**src/rtl/cfi_pkg.sv**
```systemverilog
// Shared types and defaults for the CFI violation alert handler.
// The record layout is {pc, seq, state}, packed MSB-first.
package cfi_pkg;

    localparam int unsigned CFI_DEPTH_DEFAULT     = 4;
    localparam int unsigned CFI_THRESHOLD_DEFAULT = 8;

    typedef struct packed {
        logic [63:0] pc;
        logic [7:0]  seq;
        logic [1:0]  state;
    } cfi_record_t;

    typedef enum logic [1:0] {
        ST_IDLE     = 2'd0,
        ST_ALERT    = 2'd1,
        ST_LOCKDOWN = 2'd2
    } cfi_state_e;

endpackage

```
**src/rtl/cfi_record_fifo.sv**
```systemverilog
// First-word-fall-through FIFO for violation records.
// A push into a full FIFO is accepted only when a pop happens in the same cycle.
module cfi_record_fifo
    import cfi_pkg::*;
#(
    parameter int unsigned DEPTH = CFI_DEPTH_DEFAULT
) (
    input  logic        clk_i,
    input  logic        rst_ni,
    input  logic        push_i,
    input  logic        pop_i,
    input  cfi_record_t data_i,
    output cfi_record_t data_o,
    output logic        full_o,
    output logic        empty_o
);

    localparam int unsigned AW = $clog2(DEPTH);

    cfi_record_t     mem [DEPTH];
    logic [AW-1:0]   wr_ptr;
    logic [AW-1:0]   rd_ptr;
    logic [AW:0]     count;
    logic            do_push;
    logic            do_pop;

    assign full_o  = (count == (AW + 1)'(DEPTH));
    assign empty_o = (count == '0);
    assign do_pop  = pop_i && !empty_o;
    assign do_push = push_i && (!full_o || do_pop);

    // Head is forced to zero when empty so the output is defined out of reset.
    assign data_o = empty_o ? '0 : mem[rd_ptr];

    always_ff @(posedge clk_i) begin
        if (do_push) begin
            mem[wr_ptr] <= data_i;
        end
    end

    always_ff @(posedge clk_i or negedge rst_ni) begin
        if (!rst_ni) begin
            wr_ptr <= '0;
            rd_ptr <= '0;
            count  <= '0;
        end else begin
            if (do_push) begin
                wr_ptr <= wr_ptr + 1'b1;
            end
            if (do_pop) begin
                rd_ptr <= rd_ptr + 1'b1;
            end
            if (do_push && !do_pop) begin
                count <= count + 1'b1;
            end else if (do_pop && !do_push) begin
                count <= count - 1'b1;
            end
        end
    end

endmodule

```
**src/rtl/cfi_alert_handler.sv**
```systemverilog
// Collects CFI violation pulses into a record FIFO, counts them, and
// escalates IDLE -> ALERT -> LOCKDOWN with irq/halt outputs.
module cfi_alert_handler
    import cfi_pkg::*;
#(
    parameter int unsigned DEPTH     = CFI_DEPTH_DEFAULT,
    parameter int unsigned THRESHOLD = CFI_THRESHOLD_DEFAULT
) (
    input  logic        clk_i,
    input  logic        rst_ni,
    input  logic        det_valid_i,
    input  logic [1:0]  det_state_i,
    input  logic [63:0] det_pc_i,
    output logic        rec_valid_o,
    input  logic        rec_ready_i,
    output cfi_record_t rec_o,
    output logic        ovf_o,
    output logic [15:0] viol_cnt_o,
    output logic        irq_o,
    input  logic        irq_clr_i,
    output logic        halt_req_o,
    input  logic        unlock_i
);

    cfi_state_e  state_q;
    cfi_state_e  state_d;
    logic [7:0]  seq_q;
    logic [15:0] cnt_base;
    logic [15:0] cnt_next;
    logic        unlocking;
    logic        fifo_full;
    logic        fifo_empty;
    logic        pop;
    logic        drop;
    cfi_record_t push_rec;

    assign rec_valid_o = !fifo_empty;
    assign pop         = rec_valid_o && rec_ready_i;
    assign drop        = det_valid_i && fifo_full && !pop;
    assign unlocking   = (state_q == ST_LOCKDOWN) && unlock_i;

    // Unlocking restarts the count from zero, so a detection in the same cycle counts as the first.
    assign cnt_base = unlocking ? 16'd0 : viol_cnt_o;
    assign cnt_next = !det_valid_i          ? cnt_base :
                      (cnt_base == 16'hFFFF) ? cnt_base : cnt_base + 16'd1;

    assign push_rec = '{pc: det_pc_i, seq: seq_q, state: det_state_i};

    cfi_record_fifo #(
        .DEPTH (DEPTH)
    ) u_fifo (
        .clk_i   (clk_i),
        .rst_ni  (rst_ni),
        .push_i  (det_valid_i),
        .pop_i   (pop),
        .data_i  (push_rec),
        .data_o  (rec_o),
        .full_o  (fifo_full),
        .empty_o (fifo_empty)
    );

    always_comb begin
        state_d = state_q;
        unique case (state_q)
            ST_IDLE, ST_ALERT: begin
                if (det_valid_i) begin
                    state_d = (cnt_next >= 16'(THRESHOLD)) ? ST_LOCKDOWN : ST_ALERT;
                end else if (state_q == ST_ALERT && irq_clr_i) begin
                    state_d = ST_IDLE;
                end
            end
            ST_LOCKDOWN: begin
                if (unlock_i) begin
                    state_d = det_valid_i ? ST_ALERT : ST_IDLE;
                end
            end
            default: state_d = ST_IDLE;
        endcase
    end

    always_ff @(posedge clk_i or negedge rst_ni) begin
        if (!rst_ni) begin
            state_q    <= ST_IDLE;
            irq_o      <= 1'b0;
            halt_req_o <= 1'b0;
            seq_q      <= '0;
            viol_cnt_o <= '0;
            ovf_o      <= 1'b0;
        end else begin
            state_q    <= state_d;
            irq_o      <= (state_d != ST_IDLE);
            halt_req_o <= (state_d == ST_LOCKDOWN);
            viol_cnt_o <= cnt_next;
            if (det_valid_i) begin
                seq_q <= seq_q + 8'd1;
            end
            // A drop in the unlock cycle is a fresh overflow and wins over the clear.
            if (drop) begin
                ovf_o <= 1'b1;
            end else if (unlocking) begin
                ovf_o <= 1'b0;
            end
        end
    end

endmodule

```
**config.mk**
```make
export PLATFORM = sky130hd
export DESIGN_NAME = cfi_alert_handler
export DESIGN_NICKNAME = d
export VERILOG_FILES = /design/src/rtl/cfi_pkg.sv /design/src/rtl/cfi_record_fifo.sv /design/src/rtl/cfi_alert_handler.sv
export SDC_FILE = /design/constraint.sdc
export NUM_CORES = 1
export LEC_CHECK = 0
export ABC_AREA = 1
export BUFFER_PORTS_ARGS = -buffer_cell sky130_fd_sc_hd__buf_4
export CAP_MARGIN = 20
export CORE_MARGIN = 8
export CORE_UTILIZATION = 45
export DETAILED_ROUTE_END_ITERATION = 8
export GPL_TIMING_DRIVEN = 0
export SYNTH_ARGS = -nofsm -noshare
export SYNTH_HDL_FRONTEND = slang
export SYNTH_SLANG_ARGS = --single-unit
```
**constraint.sdc**
```tcl
create_clock -name clk_i -period 6.45 [get_ports clk_i]
set_input_delay 0.645 -clock clk_i [delete_from_list [all_inputs] [get_ports clk_i]]
set_output_delay 0.645 -clock clk_i [all_outputs]
set_load 0.01 [all_outputs]
```
==> run_summary.xml <==
<?xml version="1.0" encoding="UTF-8"?>
<metrics>
  <group name="finish">
    <metric name="area_delta_synth_final" unit="%">21.9</metric>
    <metric name="final_layout_size_suffix_gt1_share" unit="%">17.9</metric>
    <metric name="diodes" unit="">0</metric>
    <metric name="multiInputGateArea" unit="sq mm">0.00332</metric>
    <metric name="fillerInstances" unit="">2542</metric>
    <metric name="num-nets-final" unit="">1448</metric>
    <metric name="seqCellArea" unit="sq mm">0.00979</metric>
  </group>
  <group name="worst_setup_path">
    <metric name="crit_path_end_kind" unit="">primary output</metric>
    <metric name="regToRegEndpoint" unit="">irq_o$_DFF_PN0_</metric>
    <metric name="critPathArrivalTime" unit="ps">3120</metric>
    <metric name="cp_data_required_time" unit="ps">5800</metric>
    <metric name="path_max_fanout" unit="">10</metric>
    <metric name="startpoint_of_the_lowest_slack_register_to_register_path" unit="">state_q[1]$_DFF_PN0_</metric>
    <metric name="timing.critical_path.from" unit="">u_fifo.rd_ptr[0]$_DFFE_PN0P_</metric>
    <metric name="worst_setup_path_start_kind" unit="">flip-flop</metric>
    <metric name="worst-r2r-setup-slack" unit="ps">3360</metric>
    <metric name="worstSetupPathType" unit="">reg -&gt; out</metric>
    <metric name="rr_worst_depth" unit="">21</metric>
  </group>
  <group name="logic_synthesis">
    <metric name="post_synth_instance_area" unit="sq mm">0.0136</metric>
    <metric name="ys_types" unit="">32</metric>
    <metric name="synth_nets" unit="">1237</metric>
    <metric name="register_bit_count_reported_by_yosys" unit="">332</metric>
    <metric name="ys.warnings.count" unit="">0</metric>
    <metric name="synth_edf_count" unit="">296</metric>
    <metric name="ys_dominant_reg_cell" unit="">sky130_fd_sc_hd__edfxtp_1</metric>
    <metric name="synth_seq_area_share" unit="%">72.2</metric>
    <metric name="postSynth.asyncResetShare" unit="%">10.8</metric>
    <metric name="synth_cells" unit="">1157</metric>
    <metric name="syn_area_per_cell" unit="sq um">11.7</metric>
  </group>
  <group name="sta">
    <metric name="timing.final.setup_violations" unit="">0</metric>
    <metric name="min_period" unit="ps">3770</metric>
    <metric name="timing.clock.skew" unit="ps">18.5</metric>
    <metric name="rsz_0062_raised_after_global_routing" unit="">no</metric>
    <metric name="post-route-period-util" unit="%">58.4</metric>
    <metric name="maxSlewViolCount" unit="">0</metric>
    <metric name="max_slew_margin" unit="%">36.6</metric>
    <metric name="worst_hold_slack" unit="ps">91.8</metric>
    <metric name="final-hold-violation-count" unit="">0</metric>
    <metric name="fin_ws" unit="ps">2680</metric>
    <metric name="worst-slew-pin-transition" unit="ps">949</metric>
    <metric name="clock.fmax" unit="MHz">265</metric>
  </group>
  <group name="clock_network">
    <metric name="clock_root_buffer" unit="">sky130_fd_sc_hd__clkbuf_16</metric>
    <metric name="source_to_sink_clock_delay_at_the_later_pin_of_the_worst_skew_pair" unit="ps">510</metric>
    <metric name="tritoncts" unit="">done</metric>
    <metric name="postcts_setup_bufs" unit="">0</metric>
    <metric name="clk_pin_slew" unit="ps">60</metric>
    <metric name="post_cts.resized_instances" unit="">0</metric>
    <metric name="h-tree-depth" unit="">2</metric>
    <metric name="total_clock_buffers_created_by_cts" unit="">35</metric>
    <metric name="postCtsHoldBufs" unit="">0</metric>
    <metric name="clockBufferDepth" unit="">3</metric>
    <metric name="clkSinkCount" unit="">332</metric>
  </group>
  <group name="detailed_routing">
    <metric name="ant_nets" unit="">0</metric>
    <metric name="detailedRoute.firstIterationViolations" unit="">570</metric>
    <metric name="wire_per_inst" unit="um">18.3</metric>
    <metric name="detailroute.via_count" unit="">9087</metric>
    <metric name="remaining_drc_errors" unit="">0</metric>
    <metric name="drt_pass1_iterations" unit="">5</metric>
    <metric name="routed_wirelength" unit="um">32700</metric>
    <metric name="vias_per_cell" unit="">5.10</metric>
  </group>
  <group name="floorplan">
    <metric name="dieArea" unit="sq mm">0.0359</metric>
    <metric name="die-height" unit="um">190</metric>
    <metric name="row_count" unit="">63</metric>
    <metric name="floorplan.initialDensity" unit="%">45.7</metric>
    <metric name="coreArea" unit="sq mm">0.0296</metric>
    <metric name="ios" unit="">166</metric>
    <metric name="fp.dieW" unit="um">190</metric>
  </group>
  <group name="status">
    <metric name="outcome" unit="">complete, no violations</metric>
  </group>
  <group name="pwr">
    <metric name="peak_supply_drop" unit="V">0.000232</metric>
    <metric name="fin_total_pwr" unit="mW">8.02</metric>
    <metric name="powerDensity" unit="mW/mm^2">485</metric>
    <metric name="total_leakage_power" unit="nW">6.28</metric>
  </group>
  <group name="grt">
    <metric name="grt_remaining_overflow" unit="">0</metric>
    <metric name="initial_antenna_violation_count" unit="">0</metric>
    <metric name="grt_start_max_net_pins" unit="">37</metric>
    <metric name="grt_use_total" unit="%">17.8</metric>
    <metric name="grt_pass1_wl" unit="um">50100</metric>
    <metric name="grt_pass1_vias" unit="">9156</metric>
  </group>
  <group name="place">
    <metric name="pre_cts_ws" unit="ps">3010</metric>
    <metric name="io_buffer_count" unit="">165</metric>
    <metric name="final_weighted_congestion_of_routability_driven_global_placement" unit="">0.837</metric>
    <metric name="hpwlAfterDp" unit="um">20900</metric>
  </group>
  <group name="run">
    <metric name="maxCapViolCount" unit="">0</metric>
  </group>
  <group name="hold_path">
    <metric name="hold_path_class" unit="">in -&gt; async</metric>
  </group>
</metrics>
synthesized netlist by cell type, types with 3 or more instances:
| cell | instances | area share [%] |
|---|---|---|
| sky130_fd_sc_hd__nor2_1 | 325 | 9.0 |
| sky130_fd_sc_hd__edfxtp_1 | 296 | 66 |
| sky130_fd_sc_hd__o21ai_0 | 154 | 5.7 |
| sky130_fd_sc_hd__a21oi_1 | 79 | 2.9 |
| sky130_fd_sc_hd__nand2_1 | 61 | 1.7 |
| sky130_fd_sc_hd__inv_1 | 54 | 1.5 |
| sky130_fd_sc_hd__clkbuf_1 | 42 | 1.2 |
| sky130_fd_sc_hd__dfrtp_1 | 36 | 6.6 |
| sky130_fd_sc_hd__nand3_1 | 24 | 0.89 |
| sky130_fd_sc_hd__buf_1 | 18 | 0.50 |
| sky130_fd_sc_hd__xor2_1 | 12 | 0.78 |
| sky130_fd_sc_hd__nand4_1 | 8 | 0.37 |
| sky130_fd_sc_hd__ha_1 | 7 | 0.65 |
| sky130_fd_sc_hd__xnor2_1 | 6 | 0.39 |
| sky130_fd_sc_hd__nand3_2 | 5 | 0.37 |
| sky130_fd_sc_hd__inv_2 | 4 | 0.11 |
| sky130_fd_sc_hd__nand2_2 | 3 | 0.14 |
| sky130_fd_sc_hd__nor2_2 | 3 | 0.14 |
| sky130_fd_sc_hd__nor2_4 | 3 | 0.25 |
registers in the layout (all words and copies together) (netlist names):
| signal | cells |
|---|---|
| viol_cnt_o | 16 |
| u_fifo.mem | 296 |
| halt_req_o | 1 |
| u_fifo.wr_ptr | 2 |
| u_fifo.rd_ptr | 2 |
| irq_o | 1 |
| state_q | 2 |
| u_fifo.count | 3 |
| ovf_o | 1 |
| seq_q | 8 |
stage by stage:
step | TNS [ps] | util [%] | cell area (sq um) | std cells
final | 0 | 55.8 | 16500 | 1782
after global routing | 0 | 55.8 | 16500 | 1782
after CTS | 0 | 55.8 | 16500 | 1782
after detailed placement | 0 | 52.3 | 15500 | 1721
after global placement | -352000 | 51.6 | 15300 | 1712
after floorplan | 0 | - | 13600 | 1157
final cells by class:
class,instances,share of cell area (%)
clock inverter,12,0.363
sequential,332,59.2
timing repair buffer,174,8.59
clock buffer,49,5.88
inverter,59,1.34
buffer,63,1.54
tap,390,2.95
multi-input combinational,703,20.1
cells by family after synthesis:
family	after synthesis	share of synthesized area (%)
buffers and inverters	122	3.52
adder cells (fa/ha/maj)	8	0.794
AO/OA/AOI/OAI	235	8.71
AND/OR/NAND/NOR	441	13.5
flip-flops	332	72.2
multiplexers	1	0.0831
XOR/XNOR	18	1.16
power breakdown:
group / leakage [nW] / switching, mW / internal [mW]
Sequential: 3.17 / 0.154 / 2.85
Combinational: 2.60 / 2.00 / 1.20
Clock: 0.504 / 0.765 / 1.05
worst max path at each step:
stage          depth (start not counted)                           to
2_1_floorplan                          4   u_fifo.mem[0][0]$_DFFE_PP_
3_3_place_gp                           5  u_fifo.mem[1][25]$_DFFE_PP_
3_5_place_dp                          22              irq_o$_DFF_PN0_
4_1_cts                                8                     rec_o[3]
5_1_grt                                8                    rec_o[56]
6_report                               8                     rec_o[3]
layer usage:
layer / up-vias / share of wire, % / global-route usage [%]
met5: - / 0 / 0
met4: 0 / 1.6 / 4.63
met3: 35 / 5.9 / 3.37
met2: 255 / 50 / 31.2
met1: 4377 / 42 / 22.5
li1: 4420 / - / -
critical path, cell delays in order, from the launching register on:
cell,delay [ps]
sky130_fd_sc_hd__dfrtp_1,330
sky130_fd_sc_hd__clkbuf_1,420
sky130_fd_sc_hd__clkbuf_1,590
sky130_fd_sc_hd__clkbuf_1,490
sky130_fd_sc_hd__nor2_1,100
sky130_fd_sc_hd__nor2_1,90
sky130_fd_sc_hd__o21ai_0,90
sky130_fd_sc_hd__a21oi_1,310
sky130_fd_sc_hd__buf_4,190
placed cells by master (no fill, tap or decap), types with 2 or more instances in the layout:
cell type and n:
sky130_fd_sc_hd__o21ai_0 154, sky130_fd_sc_hd__dfrtp_1 36, sky130_fd_sc_hd__nand4_1 8, sky130_fd_sc_hd__nand3_4 2, sky130_fd_sc_hd__xor2_1 12, sky130_fd_sc_hd__inv_1 54, sky130_fd_sc_hd__clkinv_1 7, sky130_fd_sc_hd__nand3b_1 2
sky130_fd_sc_hd__buf_1 18, sky130_fd_sc_hd__clkbuf_16 37, sky130_fd_sc_hd__buf_4 165, sky130_fd_sc_hd__clkbuf_1 54, sky130_fd_sc_hd__nand2_4 2, sky130_fd_sc_hd__nand3_2 5, sky130_fd_sc_hd__a21oi_1 79, sky130_fd_sc_hd__buf_12 10
sky130_fd_sc_hd__nand2_1 61, sky130_fd_sc_hd__nor2_2 3, sky130_fd_sc_hd__nor2_1 321, sky130_fd_sc_hd__inv_2 4, sky130_fd_sc_hd__nor2_4 7, sky130_fd_sc_hd__nand3_1 24, sky130_fd_sc_hd__clkinv_2 4, sky130_fd_sc_hd__nand2_2 3
sky130_fd_sc_hd__xnor2_1 6, sky130_fd_sc_hd__buf_2 2, sky130_fd_sc_hd__edfxtp_1 296, sky130_fd_sc_hd__ha_1 7
Note: power is estimated with default switching activity, not from simulation.
